$ cat src/rtl/prefetch_queue_pkg.sv
// Shared definitions for the prefetch_queue slice: fetch FSM states and
// byte-offset sizing derived from the memory word width.
package prefetch_pkg;

  typedef enum logic [1:0] {
    IDLE  = 2'd0,
    FETCH = 2'd1,
    ABORT = 2'd2
  } fetch_state_e;

  function automatic int off_width(input int bus_bytes);
    return $clog2(bus_bytes);
  endfunction

endpackage

$ cat src/rtl/prefetch_queue_if.sv
// Single-outstanding memory read port between the prefetcher (master) and
// the bus interface unit (slave).
interface prefetch_queue_if
  import prefetch_pkg::*;
#(
  parameter int BUS_BYTES = 2
);
  localparam int AW = 20 - off_width(BUS_BYTES);

  logic                   mem_access;
  logic [AW-1:0]          mem_address;
  logic                   mem_ack;
  logic [8*BUS_BYTES-1:0] mem_data;

  modport master (
    output mem_access,
    output mem_address,
    input  mem_ack,
    input  mem_data
  );

  modport slave (
    input  mem_access,
    input  mem_address,
    output mem_ack,
    output mem_data
  );
endinterface

$ cat src/rtl/prefetch_queue_byte_queue.sv
// Circular byte FIFO with a multi-byte write port, 1-or-2-byte pop and a
// synchronous flush. The second read port exists only with PREFETCH_DUAL_READ_EN.
module byte_queue
  import prefetch_pkg::*;
#(
  parameter int DEPTH     = 8,
  parameter int BUS_BYTES = 2
) (
  input  logic                          clk,
  input  logic                          reset,
  input  logic                          flush_i,
  input  logic [8*BUS_BYTES-1:0]        wr_data_i,
  input  logic [off_width(BUS_BYTES):0] wr_cnt_i,
  input  logic [1:0]                    pop_cnt_i,
  output logic [7:0]                    rd_data0_o,
`ifdef PREFETCH_DUAL_READ_EN
  output logic [7:0]                    rd_data1_o,
`endif
  output logic [$clog2(DEPTH):0]        count_o
);
  localparam int PW = $clog2(DEPTH);
  localparam int CW = PW + 1;

  logic [7:0]    mem_q [DEPTH];
  logic [PW-1:0] head_q;
  logic [PW-1:0] tail_q;
  logic [CW-1:0] count_q;

  // Storage carries no reset; only the pointers define what is valid.
  always_ff @(posedge clk) begin
    if (!flush_i) begin
      for (int i = 0; i < BUS_BYTES; i++) begin
        if (i < int'(wr_cnt_i)) mem_q[tail_q + PW'(i)] <= wr_data_i[8*i +: 8];
      end
    end
  end

  always_ff @(posedge clk or posedge reset) begin
    if (reset) begin
      head_q  <= '0;
      tail_q  <= '0;
      count_q <= '0;
    end else if (flush_i) begin
      head_q  <= '0;
      tail_q  <= '0;
      count_q <= '0;
    end else begin
      head_q  <= head_q + PW'(pop_cnt_i);
      tail_q  <= tail_q + PW'(wr_cnt_i);
      count_q <= count_q + CW'(wr_cnt_i) - CW'(pop_cnt_i);
    end
  end

  assign rd_data0_o = mem_q[head_q];
`ifdef PREFETCH_DUAL_READ_EN
  assign rd_data1_o = mem_q[head_q + PW'(1)];
`endif
  assign count_o = count_q;

endmodule

$ cat src/rtl/prefetch_queue.sv
// Instruction prefetcher: fetches aligned words from CS:IP and feeds a byte
// queue for the decoder. PREFETCH_DUAL_READ_EN adds a two-byte read port.
//
// state | meaning
// IDLE  | no request outstanding; issues one when not stalled and space allows
// FETCH | request outstanding; data on ack is written to the queue
// ABORT | request outstanding after a redirect; data on ack is dropped
module prefetch_queue
  import prefetch_pkg::*;
#(
  parameter int BUS_BYTES = 2,
  parameter int DEPTH     = 8
) (
  input  logic                   clk,
  input  logic                   reset,
  input  logic [15:0]            new_cs,
  input  logic [15:0]            new_ip,
  input  logic                   load_new_ip,
  input  logic                   stall,
  prefetch_queue_if.master       mem,
  output logic                   q_valid,
  output logic [7:0]             q_data,
  output logic [15:0]            q_ip,
  input  logic                   q_rd_en,
`ifdef PREFETCH_DUAL_READ_EN
  output logic                   q_valid1,
  output logic [7:0]             q_data1,
  input  logic                   q_rd2_en,
`endif
  output logic [$clog2(DEPTH):0] q_count
);
  localparam int OW  = off_width(BUS_BYTES);
  localparam int AW  = 20 - OW;
  localparam int CW  = $clog2(DEPTH) + 1;
  localparam int WCW = OW + 1;

  fetch_state_e   state_q;
  logic [15:0]    cs_q;
  logic [15:0]    fetch_ip_q;
  logic [AW-1:0]  req_addr_q;
  logic [OW-1:0]  req_off_q;
  logic           mem_access_q;

  logic [CW-1:0]  count;
  logic [AW-1:0]  word_addr;
  logic [OW-1:0]  off;
  logic [WCW-1:0] need;
  logic [CW-1:0]  free;
  logic           issue;
  logic           wr_en;
  logic [WCW-1:0] wr_cnt;
  logic [1:0]     pop_cnt;
  logic [8*BUS_BYTES-1:0] wr_data;

  // The CS base is 16-byte aligned, so its low bits never carry into the word address.
  assign word_addr = {cs_q, {(4-OW){1'b0}}} + AW'(fetch_ip_q[15:OW]);
  assign off       = fetch_ip_q[OW-1:0];
  assign need      = WCW'(BUS_BYTES) - WCW'(off);
  assign free      = CW'(DEPTH) - count;
  assign issue     = !stall && !load_new_ip && (free >= CW'(need));

  assign wr_en   = (state_q == FETCH) && mem.mem_ack && !load_new_ip;
  assign wr_cnt  = wr_en ? (WCW'(BUS_BYTES) - WCW'(req_off_q)) : '0;
  assign wr_data = mem.mem_data >> {req_off_q, 3'b000};

`ifdef PREFETCH_DUAL_READ_EN
  assign pop_cnt = (q_rd2_en && count >= CW'(2)) ? 2'd2 :
                   (q_rd_en && count != '0)      ? 2'd1 : 2'd0;
`else
  assign pop_cnt = {1'b0, q_rd_en && (count != '0)};
`endif

  always_ff @(posedge clk or posedge reset) begin
    if (reset) begin
      state_q      <= IDLE;
      cs_q         <= '0;
      fetch_ip_q   <= '0;
      req_addr_q   <= '0;
      req_off_q    <= '0;
      mem_access_q <= 1'b0;
    end else begin
      if (load_new_ip) begin
        cs_q       <= new_cs;
        fetch_ip_q <= new_ip;
      end else if (wr_en) begin
        fetch_ip_q <= fetch_ip_q + 16'(BUS_BYTES) - 16'(req_off_q);
      end

      unique case (state_q)
        IDLE: begin
          if (issue) begin
            state_q      <= FETCH;
            mem_access_q <= 1'b1;
            req_addr_q   <= word_addr;
            req_off_q    <= off;
          end
        end
        FETCH: begin
          if (mem.mem_ack) begin
            state_q      <= IDLE;
            mem_access_q <= 1'b0;
          end else if (load_new_ip) begin
            state_q <= ABORT;
          end
        end
        ABORT: begin
          // An ack always ends the bus cycle, even with a fresh redirect.
          if (mem.mem_ack) begin
            state_q      <= IDLE;
            mem_access_q <= 1'b0;
          end
        end
        default: begin
          state_q      <= IDLE;
          mem_access_q <= 1'b0;
        end
      endcase
    end
  end

  byte_queue #(
    .DEPTH     (DEPTH),
    .BUS_BYTES (BUS_BYTES)
  ) u_queue (
    .clk        (clk),
    .reset      (reset),
    .flush_i    (load_new_ip),
    .wr_data_i  (wr_data),
    .wr_cnt_i   (wr_cnt),
    .pop_cnt_i  (pop_cnt),
    .rd_data0_o (q_data),
`ifdef PREFETCH_DUAL_READ_EN
    .rd_data1_o (q_data1),
`endif
    .count_o    (count)
  );

  assign mem.mem_access  = mem_access_q;
  assign mem.mem_address = req_addr_q;
  assign q_count         = count;
  assign q_valid         = (count != '0);
  assign q_ip            = fetch_ip_q - 16'(count);
`ifdef PREFETCH_DUAL_READ_EN
  assign q_valid1        = (count >= CW'(2));
`endif

endmodule

$ cat src/flat_wrapper.sv
// flat-port wrapper written by rule: the top's interface ports become plain ports
module prefetch_queue_flat import prefetch_pkg::*;
#(
  parameter int BUS_BYTES = 2,
  parameter int DEPTH     = 8
)
  (clk, reset, new_cs, new_ip, load_new_ip, stall, q_valid, q_data, q_ip, q_rd_en, q_count, mem_mem_access, mem_mem_address, mem_mem_ack, mem_mem_data);
  prefetch_queue_if #(.BUS_BYTES(BUS_BYTES)) mem_i ();
  input  logic clk;
  input  logic reset;
  input  logic [15:0] new_cs;
  input  logic [15:0] new_ip;
  input  logic load_new_ip;
  input  logic stall;
  output logic q_valid;
  output logic [7:0] q_data;
  output logic [15:0] q_ip;
  input  logic q_rd_en;
  output logic [$clog2(DEPTH):0] q_count;
  output wire logic [$bits(mem_i.mem_access)-1:0] mem_mem_access;
  output wire logic [$bits(mem_i.mem_address)-1:0] mem_mem_address;
  input wire logic [$bits(mem_i.mem_ack)-1:0] mem_mem_ack;
  input wire logic [$bits(mem_i.mem_data)-1:0] mem_mem_data;
  assign mem_mem_access = mem_i.mem_access;
  assign mem_mem_address = mem_i.mem_address;
  assign mem_i.mem_ack = mem_mem_ack;
  assign mem_i.mem_data = mem_mem_data;
  prefetch_queue #(.BUS_BYTES(BUS_BYTES), .DEPTH(DEPTH)) u_core (.clk(clk), .reset(reset), .new_cs(new_cs), .new_ip(new_ip), .load_new_ip(load_new_ip), .stall(stall), .mem(mem_i), .q_valid(q_valid), .q_data(q_data), .q_ip(q_ip), .q_rd_en(q_rd_en), .q_count(q_count));
endmodule
$ cat config.mk
export PLATFORM = sky130hd
export DESIGN_NAME = prefetch_queue_flat
export DESIGN_NICKNAME = d
export VERILOG_FILES = /design/src/rtl/prefetch_queue_pkg.sv /design/src/rtl/prefetch_queue_if.sv /design/src/rtl/prefetch_queue_byte_queue.sv /design/src/rtl/prefetch_queue.sv /design/src/flat_wrapper.sv
export SDC_FILE = /design/constraint.sdc
export NUM_CORES = 1
export LEC_CHECK = 0
export BUFFER_PORTS_ARGS = -buffer_cell sky130_fd_sc_hd__buf_2
export CAP_MARGIN = 20
export CORE_ASPECT_RATIO = 0.5
export CORE_MARGIN = 2
export CORE_UTILIZATION = 53
export DETAILED_ROUTE_END_ITERATION = 10
export PLACE_DENSITY_LB_ADDON = 0.25
export SLEW_MARGIN = 20
export SYNTH_ARGS = -nofsm -noshare
export SYNTH_HDL_FRONTEND = slang
export SYNTH_SLANG_ARGS = --single-unit
export TNS_END_PERCENT = 20
$ cat constraint.sdc
create_clock -name clk -period 2.55 [get_ports clk]
set_input_delay 0.1275 -clock clk [delete_from_list [all_inputs] [get_ports clk]]
set_output_delay 0.1275 -clock clk [all_outputs]
set_load 0.02 [all_outputs]
==> results.md <==
* Syn Nets at 819
* Initial antenna violation count at 0
* Worst-Skew Late Latency at 0.41 ns
* Worst Hold Class: input port to flip-flop
* Sequential fraction of the synthesis area at 0.444
* Post-synth EDFFs at 64
* Worst hold endpoint: u_core.state_q[1]$_DFFE_PP0P_
* Worst hold slack at 0.0601 ns
* Ys async rst share at 0.504
* Worst Setup End Kind: output port
* Tot GR Track Use at 0.256
* Fin area at 10,000 um^2
* DRC violations left at 0
* Final core occ at 0.685
* Clock skew at 0.0106 ns
* CP max stage delay at 0.43 ns
* # setup viols final at 3
* Max capacitance violation total at 0
* Max clock buf depth at 2
* Biggest area consumer among synthesized cells: edfxtp_1
* Pin count of the biggest net entering global routing at 51
* Worst R2R Start: u_core.fetch_ip_q[4]$_DFFE_PP0P_
* R2R setup slack at 0.07 ns
* Cell repeated most along the worst path: buf_4
* Actual slew at the worst max-slew pin at 0.735 ns
* Post-synthesis average cell area at 11.4 um^2
* Area Growth Syn to Fin at 25.2%
* Fmax at 384 MHz
* Total gr overflow at 0
* Final Hold Viols at 0
* Initial Util at 0.547
* Cell Chain, Critical Path: inv_4, ha_4, nor2b_4, o21ai_2, a21boi_2, nor4b_2, buf_4, nand3_4, xnor2_2, buf_4
* CP Launch Type: flip-flop
* Pleak at 0.00424 uW
* Final nets at 979
* CTS buffer count at 17
* DRT Pass-1 Iters at 5
* Crit-path slowest cell: dfrtp_2
* Cell Pwr Density at 1050 nW/um^2
* Vert. Die Dim at 90.9 um
* CTS Sinks at 129
* I/O pins at 103
* Final Non-Filler Cells at 1,072
* Row cnt at 31
* Placed cells at 1,001
* Rel. slew slack at 0.510
* Hold path start: mem_mem_ack
* CTS tree: built
* RSZ-0062 raised after global routing: yes
* Placed Area at 8820 um^2
* DRT Wirelength at 20,000 um
* CP arrival at 2.47 ns
* Core Footprint at 14,600 um^2
* Share of cells above drive strength 1 at 0.357
* DP Wirelength at 13,600 um
* Failing checks: setup timing
* Syn Std Cell Area at 8000 um^2
* Die width at 178 um
* Top FF cell, synth: dfrtp_1
* Period utilisation layout at 1.02
* Tmin final at 2.60 ns
* Top cells by area, synth: edfxtp_1 24%, dfrtp_1 20%, mux2_2 12%
* Via count at 6,066
* PnR worst setup slack at -0.0512 ns
* Initial DRC Count at 343
* Peak supply drop at 0.568 mV
* CP Class: flip-flop to output port
* R2R cell count at 8
* Diode count at 0
* DRT antenna net count at 0
* H-tree depth at 4
* Clock slew seen by the registers of the worst setup and hold paths at 0.06 ns
* Port buffer count at 102
* Hold path depth at 3
* YS warnings at 0
* Via/cell ratio at 5.66
* Number of library cell types mapped by synthesis at 57
* Routability Congestion at 0.946
* RR Endpoint: u_core.mem.mem_address[17]$_DFFE_PP0P_
* DR WL/cell at 18.7 um
* Vias in the first global route at 6,272
* CTS Root Cell: clkbuf_16
* Worst path buffer plus inverter count at 3
* CP top delay family: simple AND/OR/NAND/NOR gates
* Final Max Tran Viols at 0
* Synth Register Bits at 129
* Top-area cell type share of the netlist area at 0.240
* Worst Path Required at 2.42 ns
* Cells after Synth at 702
* Status: finished, violations left
* Global-route wire length before repair at 31,700 um
* Die ar. at 16,100 um^2
* Crit path max fanout at 5
## final cells by class
class | instances | area, um^2
Clock inverter | 14 | 178
Inverter | 47 | 179
Sequential cell | 129 | 3550
Fill cell | 1107 | 4610
Clock buffer | 17 | 425
Timing Repair Buffer | 166 | 1100
Tap cell | 198 | 248
Multi-Input combinational cell | 501 | 4330
## cells in the mapped netlist (13+ instances only)
cell / n
nor2b_1: 15
o21ai_0: 34
nand2_1: 52
mux2_2: 87
edfxtp_1: 64
xor2_1: 13
clkbuf_1: 13
a21oi_1: 36
mux4_2: 16
xnor2_1: 31
dfrtp_1: 65
nor3_1: 17
inv_1: 47
ha_1: 59
nor2_1: 37
## worst register-to-register path, delay by kind of cell (launching register included)
family,cells,cell delay [ns]
AOI/OAI and AO/OA,6,1.33
adders and majority gates,2,0.69
DFF,1,0.38
## placed cells by master (no fill, tap or decap), drive strengths merged, types with 3 or more instances in the layout
master         n
edfxtp        64
nand2b         6
dlygate4sd3   33
mux2          87
a21boi         3
clkbuf        17
bufinv         3
mux2i          3
nand2         52
xnor2         32
buf          133
nand3          5
a21oi         39
o21bai         6
a21o           4
dfrtp         65
xor2          13
o21ai         45
clkinv         5
and3           7
mux4          16
a31oi         11
and2           4
ha            59
a211oi         3
fa             4
o221ai         3
nor2          38
nor2b         15
inv           52
nor4           4
nor3          18
## worst max path at each step
stage / cells past startpoint / to / slack [ns] / start
finish: 10 / q_ip[11] / -0.05 / u_core.u_queue.count_o[1]$_DFF_PP0_
global route: 10 / q_ip[11] / -0.14 / u_core.u_queue.count_o[1]$_DFF_PP0_
detailed placement: 12 / u_core.fetch_ip_q[15]$_DFFE_PP0P_ / 0.04 / u_core.fetch_ip_q[0]$_DFFE_PP0P_
floorplan: 12 / u_core.u_queue.count_o[3]$_DFF_PP0_ / 0.002 / u_core.state_q[1]$_DFFE_PP0P_
CTS: 10 / q_ip[15] / -0.01 / u_core.u_queue.count_o[1]$_DFF_PP0_
global placement: 12 / u_core.fetch_ip_q[15]$_DFFE_PP0P_ / 0.12 / u_core.fetch_ip_q[0]$_DFFE_PP0P_
## registers in the layout, summed over array words and instances, names as in the netlist
register                cells
u_core.cs_q                16
u_core.fetch_ip_q          16
u_core.mem.mem_access       1
u_core.mem.mem_address     19
u_core.req_off_q            1
u_core.state_q              2
u_core.u_queue.count_o      4
u_core.u_queue.head_q       3
u_core.u_queue.mem_q       64
u_core.u_queue.tail_q       3
## report_power, final
group / total, uW / switching (uW) / internal [uW]
sequential: 2900 / 300 / 2600
combinational: 5110 / 2860 / 2250
clock: 2530 / 984 / 1550
## routing by layer
layer / track usage / vias up / part of all wire
met5: 0 / - / 0
met4: 0.0765 / 0 / 0.020
met3: 0.0476 / 40 / 0.051
met2: 0.426 / 166 / 0.49
met1: 0.340 / 3001 / 0.44
li1: - / 2859 / -
## timing repair
| item | 4_1_cts | 5_1_grt |
|---|---|---|
| hold buffers | 33 | 0 |
| resized for setup | 14 | 37 |
| setup endpoints to repair | 11 | 24 |
| hold endpoints to repair | 53 | 0 |
| pin swaps | 4 | 17 |
| setup buffers | 4 | 3 |
## logic make-up after synthesis
| kind of cell | count (synthesis) | synth area share |
|---|---|---|
| buf+inv | 72 | 0.0379 |
| mux | 106 | 0.171 |
| fa+ha+maj | 63 | 0.102 |
| simple gates | 159 | 0.0956 |
| compound gates | 128 | 0.0990 |
| flops | 129 | 0.444 |
| xor+xnor | 45 | 0.0502 |
## metrics by stage
step / total power (uW) / setup slack, ns / setup TNS, ns
2_1_floorplan: 6330 / 0.00209 / 0
3_3_place_gp: 7510 / 0.118 / 0
3_5_place_dp: 7640 / 0.0443 / 0
4_1_cts: 10300 / -0.0140 / -0.0274
5_1_grt: 11200 / -0.136 / -0.714
6_report: 10500 / -0.0512 / -0.108
Note: power is estimated with default switching activity, not from simulation.
